### src/rtl/axi2mem_pkg.sv
// ---------------------------------------------------------------------------
// axi2mem_pkg
//   Shared definitions for the AXI4 to simple-memory bridge.
//   - AXI_LEN_WIDTH : width of the AXI burst length fields
//   - OKAY / SLVERR : AXI response codes returned on the R and B channels
//   - state_t       : bridge FSM states
//   - isSingleBeat  : true when an AXI len field describes one beat
// ---------------------------------------------------------------------------
package axi2mem_pkg;

    localparam int AXI_LEN_WIDTH = 8;

    localparam logic [1:0] OKAY   = 2'b00;
    localparam logic [1:0] SLVERR = 2'b10;

    typedef enum logic [2:0] {
        IDLE,
        MEM_REQ,
        MEM_WAIT,
        W_DRAIN,
        R_RESP,
        B_RESP
    } state_t;

    // AXI len encodes "beats minus one", so zero means a single beat.
    function automatic logic isSingleBeat(input logic [AXI_LEN_WIDTH-1:0] len);
        return (len == '0);
    endfunction

endpackage

### src/rtl/axi2mem_if.sv
// ---------------------------------------------------------------------------
// AXI_BUS
//   Reduced AXI4 bus carrying the five channels the bridge needs.
//   Parameters : AXI_ADDR_WIDTH, AXI_DATA_WIDTH, AXI_ID_WIDTH, AXI_USER_WIDTH
//   Channels   : AW (id, addr, len), W (data, strb, last),
//                B (id, resp, user), AR (id, addr, len),
//                R (id, data, resp, last, user), each with valid/ready.
//   Modports   : Master drives requests and response readies,
//                Slave  drives request readies and responses.
// ---------------------------------------------------------------------------
interface AXI_BUS
    import axi2mem_pkg::*;
#(
    parameter int AXI_ADDR_WIDTH = 32,
    parameter int AXI_DATA_WIDTH = 32,
    parameter int AXI_ID_WIDTH   = 16,
    parameter int AXI_USER_WIDTH = 10
);

    logic                         aw_valid;
    logic                         aw_ready;
    logic [AXI_ID_WIDTH-1:0]      aw_id;
    logic [AXI_ADDR_WIDTH-1:0]    aw_addr;
    logic [AXI_LEN_WIDTH-1:0]     aw_len;

    logic                         w_valid;
    logic                         w_ready;
    logic [AXI_DATA_WIDTH-1:0]    w_data;
    logic [AXI_DATA_WIDTH/8-1:0]  w_strb;
    logic                         w_last;

    logic                         b_valid;
    logic                         b_ready;
    logic [AXI_ID_WIDTH-1:0]      b_id;
    logic [1:0]                   b_resp;
    logic [AXI_USER_WIDTH-1:0]    b_user;

    logic                         ar_valid;
    logic                         ar_ready;
    logic [AXI_ID_WIDTH-1:0]      ar_id;
    logic [AXI_ADDR_WIDTH-1:0]    ar_addr;
    logic [AXI_LEN_WIDTH-1:0]     ar_len;

    logic                         r_valid;
    logic                         r_ready;
    logic [AXI_ID_WIDTH-1:0]      r_id;
    logic [AXI_DATA_WIDTH-1:0]    r_data;
    logic [1:0]                   r_resp;
    logic                         r_last;
    logic [AXI_USER_WIDTH-1:0]    r_user;

    modport Master (
        output aw_valid, aw_id, aw_addr, aw_len,
        input  aw_ready,
        output w_valid, w_data, w_strb, w_last,
        input  w_ready,
        input  b_valid, b_id, b_resp, b_user,
        output b_ready,
        output ar_valid, ar_id, ar_addr, ar_len,
        input  ar_ready,
        input  r_valid, r_id, r_data, r_resp, r_last, r_user,
        output r_ready
    );

    modport Slave (
        input  aw_valid, aw_id, aw_addr, aw_len,
        output aw_ready,
        input  w_valid, w_data, w_strb, w_last,
        output w_ready,
        output b_valid, b_id, b_resp, b_user,
        input  b_ready,
        input  ar_valid, ar_id, ar_addr, ar_len,
        output ar_ready,
        output r_valid, r_id, r_data, r_resp, r_last, r_user,
        input  r_ready
    );

endinterface

### src/rtl/axi2mem.sv
// ---------------------------------------------------------------------------
// axi2mem
//   Bridges single-beat AXI4 reads and writes onto a req/gnt/rvalid memory
//   port, one transaction at a time. Bursts are answered with SLVERR and
//   never reach the memory.
//
//   Ports
//     clk_i        : clock
//     rst_i        : synchronous active-high reset
//     AXI_Slave    : upstream AXI port (AXI_BUS.Slave)
//     mem_req_o    : memory request, held until mem_gnt_i
//     mem_gnt_i    : memory grant
//     mem_addr_o   : memory address (latched AXI address)
//     mem_we_o     : 1 = write, 0 = read
//     mem_be_o     : byte enables (all ones for reads)
//     mem_wdata_o  : write data
//     mem_rvalid_i : memory response valid, for reads and writes
//     mem_rdata_i  : memory read data
// ---------------------------------------------------------------------------
module axi2mem
    import axi2mem_pkg::*;
#(
    parameter int AXI_ADDR_WIDTH = 32,
    parameter int AXI_DATA_WIDTH = 32,
    parameter int AXI_ID_WIDTH   = 16,
    parameter int AXI_USER_WIDTH = 10
) (
    input  logic                        clk_i,
    input  logic                        rst_i,
    AXI_BUS.Slave                       AXI_Slave,
    output logic                        mem_req_o,
    input  logic                        mem_gnt_i,
    output logic [AXI_ADDR_WIDTH-1:0]   mem_addr_o,
    output logic                        mem_we_o,
    output logic [AXI_DATA_WIDTH/8-1:0] mem_be_o,
    output logic [AXI_DATA_WIDTH-1:0]   mem_wdata_o,
    input  logic                        mem_rvalid_i,
    input  logic [AXI_DATA_WIDTH-1:0]   mem_rdata_i
);

    localparam int BE_WIDTH = AXI_DATA_WIDTH / 8;

    state_t                       r_state;

    // Request register: everything the memory side needs, captured at
    // acceptance so the memory port stays stable however long grant takes.
    logic [AXI_ID_WIDTH-1:0]      r_id;
    logic [AXI_ADDR_WIDTH-1:0]    r_addr;
    logic                         r_we;
    logic [BE_WIDTH-1:0]          r_be;
    logic [AXI_DATA_WIDTH-1:0]    r_wdata;
    logic                         r_memReq;

    // Response register: read data and response code held for the AXI side
    // until the master takes them.
    logic [AXI_DATA_WIDTH-1:0]    r_rdata;
    logic [1:0]                   r_resp;
    logic                         r_rValid;
    logic                         r_bValid;

    logic                         w_isIdle;
    logic                         w_acceptWrite;
    logic                         w_acceptRead;

    // Acceptance decode. Readies follow the valids combinationally in IDLE so
    // a new transaction can be taken in the very first IDLE cycle. A write
    // needs AW and W together, and wins over a simultaneous read.
    always_comb begin
        w_isIdle      = (r_state == IDLE);
        w_acceptWrite = w_isIdle && AXI_Slave.aw_valid && AXI_Slave.w_valid;
        w_acceptRead  = w_isIdle && !w_acceptWrite && AXI_Slave.ar_valid;
    end

    // The bridge FSM. It owns both the request and the response registers so
    // every output apart from the acceptance readies is a flop.
    always_ff @(posedge clk_i) begin
        if (rst_i) begin
            r_state  <= IDLE;
            r_id     <= '0;
            r_addr   <= '0;
            r_we     <= 1'b0;
            r_be     <= '0;
            r_wdata  <= '0;
            r_memReq <= 1'b0;
            r_rdata  <= '0;
            r_resp   <= OKAY;
            r_rValid <= 1'b0;
            r_bValid <= 1'b0;
        end else begin
            case (r_state)
                IDLE: begin
                    if (w_acceptWrite) begin
                        r_id    <= AXI_Slave.aw_id;
                        r_addr  <= AXI_Slave.aw_addr;
                        r_we    <= 1'b1;
                        r_be    <= AXI_Slave.w_strb;
                        r_wdata <= AXI_Slave.w_data;
                        if (isSingleBeat(AXI_Slave.aw_len)) begin
                            r_resp   <= OKAY;
                            r_memReq <= 1'b1;
                            r_state  <= MEM_REQ;
                        end else begin
                            // A malformed burst whose first beat is already
                            // last has nothing left to drain.
                            r_resp <= SLVERR;
                            if (AXI_Slave.w_last) begin
                                r_bValid <= 1'b1;
                                r_state  <= B_RESP;
                            end else begin
                                r_state  <= W_DRAIN;
                            end
                        end
                    end else if (w_acceptRead) begin
                        r_id    <= AXI_Slave.ar_id;
                        r_addr  <= AXI_Slave.ar_addr;
                        r_we    <= 1'b0;
                        r_be    <= '1;
                        r_wdata <= '0;
                        if (isSingleBeat(AXI_Slave.ar_len)) begin
                            r_resp   <= OKAY;
                            r_memReq <= 1'b1;
                            r_state  <= MEM_REQ;
                        end else begin
                            r_resp   <= SLVERR;
                            r_rdata  <= '0;
                            r_rValid <= 1'b1;
                            r_state  <= R_RESP;
                        end
                    end
                end

                MEM_REQ: begin
                    if (mem_gnt_i) begin
                        r_memReq <= 1'b0;
                        r_state  <= MEM_WAIT;
                    end
                end

                MEM_WAIT: begin
                    if (mem_rvalid_i) begin
                        if (r_we) begin
                            r_bValid <= 1'b1;
                            r_state  <= B_RESP;
                        end else begin
                            r_rdata  <= mem_rdata_i;
                            r_rValid <= 1'b1;
                            r_state  <= R_RESP;
                        end
                    end
                end

                W_DRAIN: begin
                    if (AXI_Slave.w_valid && AXI_Slave.w_last) begin
                        r_bValid <= 1'b1;
                        r_state  <= B_RESP;
                    end
                end

                R_RESP: begin
                    if (AXI_Slave.r_ready) begin
                        r_rValid <= 1'b0;
                        r_state  <= IDLE;
                    end
                end

                B_RESP: begin
                    if (AXI_Slave.b_ready) begin
                        r_bValid <= 1'b0;
                        r_state  <= IDLE;
                    end
                end

                default: begin
                    r_state <= IDLE;
                end
            endcase
        end
    end

    // AXI handshake outputs. W stays ready through a rejected burst so the
    // master can finish pushing its beats.
    assign AXI_Slave.aw_ready = w_acceptWrite;
    assign AXI_Slave.w_ready  = w_acceptWrite || (r_state == W_DRAIN);
    assign AXI_Slave.ar_ready = w_acceptRead;

    // Responses come straight from the registers; every response is one beat.
    assign AXI_Slave.r_valid  = r_rValid;
    assign AXI_Slave.r_id     = r_id;
    assign AXI_Slave.r_data   = r_rdata;
    assign AXI_Slave.r_resp   = r_resp;
    assign AXI_Slave.r_last   = 1'b1;
    assign AXI_Slave.r_user   = {AXI_USER_WIDTH{1'b0}};

    assign AXI_Slave.b_valid  = r_bValid;
    assign AXI_Slave.b_id     = r_id;
    assign AXI_Slave.b_resp   = r_resp;
    assign AXI_Slave.b_user   = {AXI_USER_WIDTH{1'b0}};

    // Memory port driven from the request register.
    assign mem_req_o   = r_memReq;
    assign mem_addr_o  = r_addr;
    assign mem_we_o    = r_we;
    assign mem_be_o    = r_be;
    assign mem_wdata_o = r_wdata;

    // Only one transaction is ever in flight, so at most one response
    // channel can be active.
    assert property (@(posedge clk_i) disable iff (rst_i) !(r_rValid && r_bValid));

endmodule

### src/flat_wrapper.sv
// flat-port wrapper written by rule: the top's interface ports become plain ports
module axi2mem_flat import axi2mem_pkg::*;
#(
    parameter int AXI_ADDR_WIDTH = 32,
    parameter int AXI_DATA_WIDTH = 32,
    parameter int AXI_ID_WIDTH   = 16,
    parameter int AXI_USER_WIDTH = 10
)
  (clk_i, rst_i, mem_req_o, mem_gnt_i, mem_addr_o, mem_we_o, mem_be_o, mem_wdata_o, mem_rvalid_i, mem_rdata_i, AXI_Slave_aw_valid, AXI_Slave_aw_id, AXI_Slave_aw_addr, AXI_Slave_aw_len, AXI_Slave_aw_ready, AXI_Slave_w_valid, AXI_Slave_w_data, AXI_Slave_w_strb, AXI_Slave_w_last, AXI_Slave_w_ready, AXI_Slave_b_valid, AXI_Slave_b_id, AXI_Slave_b_resp, AXI_Slave_b_user, AXI_Slave_b_ready, AXI_Slave_ar_valid, AXI_Slave_ar_id, AXI_Slave_ar_addr, AXI_Slave_ar_len, AXI_Slave_ar_ready, AXI_Slave_r_valid, AXI_Slave_r_id, AXI_Slave_r_data, AXI_Slave_r_resp, AXI_Slave_r_last, AXI_Slave_r_user, AXI_Slave_r_ready);
  AXI_BUS #(.AXI_ADDR_WIDTH(AXI_ADDR_WIDTH), .AXI_DATA_WIDTH(AXI_DATA_WIDTH), .AXI_ID_WIDTH(AXI_ID_WIDTH), .AXI_USER_WIDTH(AXI_USER_WIDTH)) AXI_Slave_i ();
  input  logic clk_i;
  input  logic rst_i;
  output logic mem_req_o;
  input  logic mem_gnt_i;
  output logic [AXI_ADDR_WIDTH-1:0] mem_addr_o;
  output logic mem_we_o;
  output logic [AXI_DATA_WIDTH/8-1:0] mem_be_o;
  output logic [AXI_DATA_WIDTH-1:0] mem_wdata_o;
  input  logic mem_rvalid_i;
  input  logic [AXI_DATA_WIDTH-1:0] mem_rdata_i;
  input wire logic [$bits(AXI_Slave_i.aw_valid)-1:0] AXI_Slave_aw_valid;
  input wire logic [$bits(AXI_Slave_i.aw_id)-1:0] AXI_Slave_aw_id;
  input wire logic [$bits(AXI_Slave_i.aw_addr)-1:0] AXI_Slave_aw_addr;
  input wire logic [$bits(AXI_Slave_i.aw_len)-1:0] AXI_Slave_aw_len;
  output wire logic [$bits(AXI_Slave_i.aw_ready)-1:0] AXI_Slave_aw_ready;
  input wire logic [$bits(AXI_Slave_i.w_valid)-1:0] AXI_Slave_w_valid;
  input wire logic [$bits(AXI_Slave_i.w_data)-1:0] AXI_Slave_w_data;
  input wire logic [$bits(AXI_Slave_i.w_strb)-1:0] AXI_Slave_w_strb;
  input wire logic [$bits(AXI_Slave_i.w_last)-1:0] AXI_Slave_w_last;
  output wire logic [$bits(AXI_Slave_i.w_ready)-1:0] AXI_Slave_w_ready;
  output wire logic [$bits(AXI_Slave_i.b_valid)-1:0] AXI_Slave_b_valid;
  output wire logic [$bits(AXI_Slave_i.b_id)-1:0] AXI_Slave_b_id;
  output wire logic [$bits(AXI_Slave_i.b_resp)-1:0] AXI_Slave_b_resp;
  output wire logic [$bits(AXI_Slave_i.b_user)-1:0] AXI_Slave_b_user;
  input wire logic [$bits(AXI_Slave_i.b_ready)-1:0] AXI_Slave_b_ready;
  input wire logic [$bits(AXI_Slave_i.ar_valid)-1:0] AXI_Slave_ar_valid;
  input wire logic [$bits(AXI_Slave_i.ar_id)-1:0] AXI_Slave_ar_id;
  input wire logic [$bits(AXI_Slave_i.ar_addr)-1:0] AXI_Slave_ar_addr;
  input wire logic [$bits(AXI_Slave_i.ar_len)-1:0] AXI_Slave_ar_len;
  output wire logic [$bits(AXI_Slave_i.ar_ready)-1:0] AXI_Slave_ar_ready;
  output wire logic [$bits(AXI_Slave_i.r_valid)-1:0] AXI_Slave_r_valid;
  output wire logic [$bits(AXI_Slave_i.r_id)-1:0] AXI_Slave_r_id;
  output wire logic [$bits(AXI_Slave_i.r_data)-1:0] AXI_Slave_r_data;
  output wire logic [$bits(AXI_Slave_i.r_resp)-1:0] AXI_Slave_r_resp;
  output wire logic [$bits(AXI_Slave_i.r_last)-1:0] AXI_Slave_r_last;
  output wire logic [$bits(AXI_Slave_i.r_user)-1:0] AXI_Slave_r_user;
  input wire logic [$bits(AXI_Slave_i.r_ready)-1:0] AXI_Slave_r_ready;
  assign AXI_Slave_i.aw_valid = AXI_Slave_aw_valid;
  assign AXI_Slave_i.aw_id = AXI_Slave_aw_id;
  assign AXI_Slave_i.aw_addr = AXI_Slave_aw_addr;
  assign AXI_Slave_i.aw_len = AXI_Slave_aw_len;
  assign AXI_Slave_aw_ready = AXI_Slave_i.aw_ready;
  assign AXI_Slave_i.w_valid = AXI_Slave_w_valid;
  assign AXI_Slave_i.w_data = AXI_Slave_w_data;
  assign AXI_Slave_i.w_strb = AXI_Slave_w_strb;
  assign AXI_Slave_i.w_last = AXI_Slave_w_last;
  assign AXI_Slave_w_ready = AXI_Slave_i.w_ready;
  assign AXI_Slave_b_valid = AXI_Slave_i.b_valid;
  assign AXI_Slave_b_id = AXI_Slave_i.b_id;
  assign AXI_Slave_b_resp = AXI_Slave_i.b_resp;
  assign AXI_Slave_b_user = AXI_Slave_i.b_user;
  assign AXI_Slave_i.b_ready = AXI_Slave_b_ready;
  assign AXI_Slave_i.ar_valid = AXI_Slave_ar_valid;
  assign AXI_Slave_i.ar_id = AXI_Slave_ar_id;
  assign AXI_Slave_i.ar_addr = AXI_Slave_ar_addr;
  assign AXI_Slave_i.ar_len = AXI_Slave_ar_len;
  assign AXI_Slave_ar_ready = AXI_Slave_i.ar_ready;
  assign AXI_Slave_r_valid = AXI_Slave_i.r_valid;
  assign AXI_Slave_r_id = AXI_Slave_i.r_id;
  assign AXI_Slave_r_data = AXI_Slave_i.r_data;
  assign AXI_Slave_r_resp = AXI_Slave_i.r_resp;
  assign AXI_Slave_r_last = AXI_Slave_i.r_last;
  assign AXI_Slave_r_user = AXI_Slave_i.r_user;
  assign AXI_Slave_i.r_ready = AXI_Slave_r_ready;
  axi2mem #(.AXI_ADDR_WIDTH(AXI_ADDR_WIDTH), .AXI_DATA_WIDTH(AXI_DATA_WIDTH), .AXI_ID_WIDTH(AXI_ID_WIDTH), .AXI_USER_WIDTH(AXI_USER_WIDTH)) u_core (.clk_i(clk_i), .rst_i(rst_i), .AXI_Slave(AXI_Slave_i), .mem_req_o(mem_req_o), .mem_gnt_i(mem_gnt_i), .mem_addr_o(mem_addr_o), .mem_we_o(mem_we_o), .mem_be_o(mem_be_o), .mem_wdata_o(mem_wdata_o), .mem_rvalid_i(mem_rvalid_i), .mem_rdata_i(mem_rdata_i));
endmodule
### config.mk
export PLATFORM = sky130hd
export DESIGN_NAME = axi2mem_flat
export DESIGN_NICKNAME = d
export VERILOG_FILES = /design/src/rtl/axi2mem_pkg.sv /design/src/rtl/axi2mem_if.sv /design/src/rtl/axi2mem.sv /design/src/flat_wrapper.sv
export SDC_FILE = /design/constraint.sdc
export NUM_CORES = 1
export LEC_CHECK = 0
export BUFFER_PORTS_ARGS = -buffer_cell sky130_fd_sc_hd__buf_2
export CAP_MARGIN = 20
export CORE_UTILIZATION = 30
export CTS_CLUSTER_DIAMETER = 30
export DETAILED_ROUTE_END_ITERATION = 8
export SLEW_MARGIN = 10
export SYNTH_ARGS = -nofsm -noshare
export SYNTH_HDL_FRONTEND = slang
export SYNTH_SLANG_ARGS = --single-unit
### constraint.sdc
create_clock -name clk_i -period 2.3 [get_ports clk_i]
set_clock_uncertainty 0.05 [all_clocks]
set_input_delay 0.46 -clock clk_i [delete_from_list [all_inputs] [get_ports clk_i]]
set_output_delay 0.46 -clock clk_i [all_outputs]
set_load 0.02 [all_outputs]
== Yosys cells after proc, flatten, opt, wreduce, memory -nomap -nowiden ==
Index checks and enable logic that the tools add are counted.
Storage, ports and cells
  register bits: 125
  input bits: 190
  output and inout port bits: 164
  logic and storage cells: 106
Operators by class
  equal/unequal tests: 21
  multiplexer cells: 53
  reductions and logical operators: 21
Operator list (number)
  $mux 32: 9
  $pmux 32 s2: 1
  $mux 16: 2
  $mux 3: 10
  $ne 2x2->1 const B: 11
  $mux 1: 21
  $pmux 3 s6: 1
  $logic_not 8->1: 2
  $reduce_and 6->1: 2
  $ne 3x3->1 const B: 3
  $mux 2: 4
  $mux 4: 2
  $reduce_and 8->1: 1
  $reduce_and 7->1: 1
  $eq 3x2->1 const B: 2
  $eq 3x3->1 const B: 2
  $reduce_bool 2->1: 3
  $logic_and 1x1->1: 5
  $reduce_and 5->1: 1
  $ne 2x1->1 const B: 2
  $pmux 1 s4: 1
  $reduce_bool 4->1: 1
  $eq 3x1->1 const B: 1
  $logic_not 3->1: 1
  6 further kinds: 6

== Longest topological paths before layout ==
  depth after elaboration: 9
  mapped depth: 7
  mapped depth without buffers: 5

== Worst setup path after synthesis ==
OpenSTA, ideal clock, no wires.
  path kind: input port to output port
  start point: input port AXI_Slave_w_valid
  end point: output port AXI_Slave_aw_ready
  data arrival time: 1257 ps
  required time: 1790 ps
  path slack: 533 ps
  stages: 5
  cells stage by stage: and2_1 -> clkbuf_1 -> nand2_2 -> clkinv_2 -> buf_2
Between the ends
  cells in the longest elaborated chain, start to end: 1
Ends and longest elaborated chain
  from (decl): RTL line flat_wrapper.sv:26  | input wire logic [$bits(AXI_Slave_i.w_valid)-1:0] AXI_Slave_w_valid;
  $logic_and 1x1->1: RTL line axi2mem.sv:70  | w_acceptWrite = w_isIdle && AXI_Slave.aw_valid && AXI_Slave.w_valid;
  to (decl): RTL line flat_wrapper.sv:25  | output wire logic [$bits(AXI_Slave_i.aw_ready)-1:0] AXI_Slave_aw_ready;
No other way between the ends.

== Worst setup path after layout ==
  start point: register u_core.r_state[0]
  end point: output port AXI_Slave_w_ready
Between the ends
  cells in the longest elaborated chain, start to end: 4
  elaborated cells on any way between the ends: 5
Ends and longest elaborated chain
  from (decl): RTL line axi2mem.sv:43  | state_t r_state;
  from (signal assigned): RTL line axi2mem.sv:78  | r_state <= IDLE;
  from (signal assigned): RTL line axi2mem.sv:101  | r_state <= MEM_REQ;
  from (signal assigned): RTL line axi2mem.sv:108  | r_state <= B_RESP;
  $logic_not 3->1: RTL line axi2mem.sv:69  | w_isIdle = (r_state == IDLE);
  $logic_and 1x1->1 (2 in series): RTL line axi2mem.sv:70
  $logic_or 1x1->1 *: RTL line axi2mem.sv:183  | assign AXI_Slave.w_ready = w_acceptWrite || (r_state == W_DRAIN);
  to (decl): RTL line flat_wrapper.sv:30  | output wire logic [$bits(AXI_Slave_i.w_ready)-1:0] AXI_Slave_w_ready;
Every way passes the cells marked *; elsewhere a longest branch is shown, timed or not.

==> results <==
- Walking the worst path, the cells encountered are buf_4, nor2_1, nand2_1, a21oi_1, buf_2.
- The worst setup path is launched from a flop.
- The setup slack at placement is approximately 0.26 ns.
- On the critical path, the stage with the largest delay is an instance of dfxtp_1.
- The clock edge transition at the registers on the reported setup and hold paths is roughly 0.060 ns.
- The repair_antennas step left the layout with diodes totalling 0.
- Of the available clock period, the critical path in the final layout requires 0.9263.
- The quantity of gates resized following cts is 0.
- dfxtp_1 takes more of the synthesized area than any other cell.
- For this configuration, the core starts out at a cell density of 0.3058.
- The filler cell count in the final layout is between 1500 and 2000.
- The detail-routed via count per cell is between 4 and 5.
- For this block, the initial DRC count from the detailed router was between 200 and 300.
- At the worst endpoint, the required time is roughly 1.8 ns.
- For the pin with the worst max-slew slack, the measured transition is 0.4913 ns.
- After synthesis, the share of flip-flops with an asynchronous set or reset is 0.
- Summed over all layers, the routed wires come to about 16 mm.
- 354 I/O pins were placed.
- The clock latency on the worst-skew pair is 0.41 ns.
- Across the run, the number of max-cap violations was 0.
- The die covers approximately 19000 um^2.
- In this run the standard cell core region covers between 15000 and 20000 um^2.
- The die width is roughly 140 um.
- The sequential fraction of the synthesis area is 0.4534.
- After technology mapping, the gate count stands at approximately 590.
- The die is about 140 um tall.
- Routability-driven placement finished with a final weighted congestion of around 0.77.
- The final number of hold-violating endpoints is 0.
- After legalization and detailed placement, the total HPWL measured between 10 and 15 mm.
- The detailed-routing iteration count for the pre-antenna-repair pass is 4.
- The source of the worst register-to-register timing path is u_core.r_state[2].
- The flow ran to the end, and the final reports show no timing, DRC or antenna violations.
- The overall track demand over capacity in global routing is 0.1655.
- Setup violations remaining at the end of the flow were counted as 0.
- The number of buffers added by the clock tree synthesis step is 17.
- Based on the critical path, the design can be clocked at up to roughly 0.47 GHz.
- The worst slew margin relative to its limit is 0.6683.
- The worst setup path is captured at a primary output.
- The first global-routing pass estimated 23.98 mm of wire.
- The cell count after placement is ~1100.
- The post-synthesis area per instance is 9.312 um^2.
- After synthesis, the largest family of logic cells by area is compound AO/OA/AOI/OAI gates.
- The total DRC errors in the routed layout is 0.
- Of the total synthesized cell area, the portion taken by XOR and XNOR cells is 0.
- The initial antenna violation count is 0.
- The total negative slack for setup checks is 0 ns.
- The via count of the first global-routing pass is 4670.
- The clock drives roughly 120 sinks.
- The leakage power is approximately 3.7 nW.
- The via count of the routed design is about 5200.
- TritonCTS built the clock tree.
- The share of synthesized area in the top cell type comes to 0.4534.
- The most common flop cell mapped by yosys is dfxtp_1.
- Counting both buffers and inverters, the worst setup path holds a total of 2.
- The cts-stage hold buffer count is 0.
- The worst supply voltage drop on vdd is between 500 and 600 uV.
- The count of final max-slew check failures came to 0.
- The number of synthesized flops with an enable pin is 0.
- The count of nets left with antenna violations once routing finished came out at 0.
- After synthesis the netlist holds a flip-flop and latch count of about 120.
- During placement, the flow inserted port buffers numbering 330.
- The unique cell type count in the Yosys netlist is between 40 and 50.
- The number of nets in the finished design is roughly 1100.
- The tree is rooted in a clkbuf_16.
- The biggest fanout along the worst timing path is 18.
- The worst setup path is of the flop to primary output kind.
- Summing all multi-input logic gate instances after layout gives about 2500 um^2.
- The post-detailed-route wirelength per cell is between 10 and 15 um.
- Data on the critical path arrives at its endpoint at between 1.5 and 2 ns.
- Setup repair after global routing left no endpoint under its margin.
- The length in cells of the worst reg-to-reg path is 5.
- The floorplan has 49 rows.
- The Yosys step of the flow raised 0 warnings.
- The post-synthesis compound-gate area fraction is 0.2692.
- After layout, the worst setup slack is 0.1695 ns.
- Of the post-synthesis cell area, the part taken by muxes is 0.001828.
- Across the whole layout, storage elements account for 2482 um^2.
- The adder and majority gate portion of the synthesized area is 0.
- The shortest period the worst path allows is 2.130 ns.
- On the critical path the largest part of the delay comes from buffers and inverters.
- The final cell count without fillers is roughly 1100.
- The area growth from synthesis to layout is 40.11%.
- The simple-gate share of the synthesized area is 0.1659.
- The largest net degree at the start of global routing is 75.
- The smallest hold slack is approximately 0.22 ns.
- The worst-case register-to-register setup slack is about 0.33 ns.
- The largest single stage delay on the critical path is between 0.3 and 0.4 ns.
- Total power for the finished layout comes to ~0.0097 W.
- Of the cells placed in the final design, the portion with a size suffix greater than 1 is 0.4811.
- The area of the mapped netlist is approximately 5500 um^2.
- The critical hold path startpoint is mem_rdata_i[18].
- In this run the power density over the cells is 1258 nW/um^2.
- Sorting the synthesized cells by area gives the leading types as dfxtp_1 (45%), a311oi_2 (11%), nand2_1 (7.1%).
- The worst hold path class is input port to flop.
- The maximum level of the CTS H-tree is 4.
- The number of buffers on the longest clock path is 2.
- The endpoint identified for the worst register-to-register timing path is u_core.AXI_Slave.b_id[5].
- The setup fix buffers added after clock tree synthesis is 0.
- The hold path depth is 2.
- The path with the worst hold slack has its endpoint at u_core.AXI_Slave.r_data[18].
- Global routing finished with a remaining overflow of 0.
==> power breakdown <==
group	internal [W]	switching (W)	leakage [nW]
logic	0.00151	0.00266	2.42
clock network	0.00148	0.00102	0.263
registers	0.00268	0.000306	1.02
==> through the flow <==
stage | area [um^2] | utilization
after CTS | 7671 | 0.4285
after global routing | 7671 | 0.4285
after floorplan | 5554 | -
after global placement | 7122 | 0.3978
final | 7671 | 0.4285
after detailed placement | 7122 | 0.3978
==> worst max-delay path by stage <==
| stage | depth (start not counted) | slack, ns | from | end |
|---|---|---|---|---|
| after floorplan | 5 | 0.53 | AXI_Slave_w_valid | AXI_Slave_aw_ready |
| after global placement | 6 | 0.31 | AXI_Slave_aw_len[1] | u_core.mem_req_o |
| after detailed placement | 6 | 0.26 | AXI_Slave_aw_len[1] | u_core.mem_req_o |
| after CTS | 5 | 0.18 | u_core.r_state[0] | AXI_Slave_w_ready |
| after global routing | 5 | 0.07 | u_core.r_state[0] | AXI_Slave_w_ready |
| final | 5 | 0.17 | u_core.r_state[0] | AXI_Slave_w_ready |
==> sequential cells by signal (all words and copies together) (netlist names) <==
register                  count
u_core.mem_wdata_o           32
u_core.mem_be_o               4
u_core.AXI_Slave.b_valid      1
u_core.r_state                3
u_core.mem_req_o              1
u_core.mem_we_o               1
u_core.AXI_Slave.r_data      32
u_core.AXI_Slave.r_valid      1
u_core.AXI_Slave.b_id        16
u_core.AXI_Slave.b_resp       1
u_core.mem_addr_o            32
==> synthesized netlist by cell type, types with 2 or more instances <==
cell type	count
nand2_1	103
a22o_1	33
a221oi_2	3
buf_2	17
nor4_2	2
clkbuf_1	21
dfxtp_1	124
a31oi_1	4
o21a_1	2
and2_1	3
o21ai_0	2
conb_1	2
buf_4	44
a311oi_1	8
a311oi_2	40
nor2_1	92
nor3_1	3
buf_6	6
nand2b_1	3
a211oi_1	2
nor4_1	2
o21ai_1	2
nand3_1	2
o22ai_1	5
a21oi_1	6
inv_1	7
a22oi_1	32
==> logic make-up after synthesis <==
group,after synthesis
muxes,1
and+or+nand+nor,217
other,2
AOI/OAI and AO/OA,148
DFF,124
buffers and inverters,96
==> cells in the final DEF (no fill, tap or decap), drive strengths merged, types with 3 or more instances in the layout <==
master and instances:
a21oi 6, and2 3, a311oi 48, clkinvlp 3, dfxtp 124, o22ai 5
a22o 33, clkinv 8, conb 23, a22oi 32, a211oi 4, buf 346
nand2 104, nor2 93, nand2b 3, nor3 4, a221oi 3, clkbuf 18
inv 9, nor4 4, o21ai 4, a31oi 4
==> layer usage <==
| layer | track usage | vias to the layer above | share of wire |
|---|---|---|---|
| li1 | - | 2619 | - |
| met1 | 0.1920 | 2378 | 0.42 |
| met2 | 0.2915 | 194 | 0.50 |
| met3 | 0.05111 | 15 | 0.068 |
| met4 | 0.04518 | 0 | 0.012 |
| met5 | 0 | - | 0 |
==> area by class of cell <==
| type | count | share of cell area |
|---|---|---|
| clock buffer | 18 | 0.05595 |
| inverter | 8 | 0.004078 |
| multi-input combinational | 389 | 0.3256 |
| tap | 229 | 0.03735 |
| clock inverter | 13 | 0.01566 |
| sequential | 124 | 0.3236 |
| timing repair buffer | 346 | 0.2378 |
Note: power is estimated with default switching activity, not from simulation.
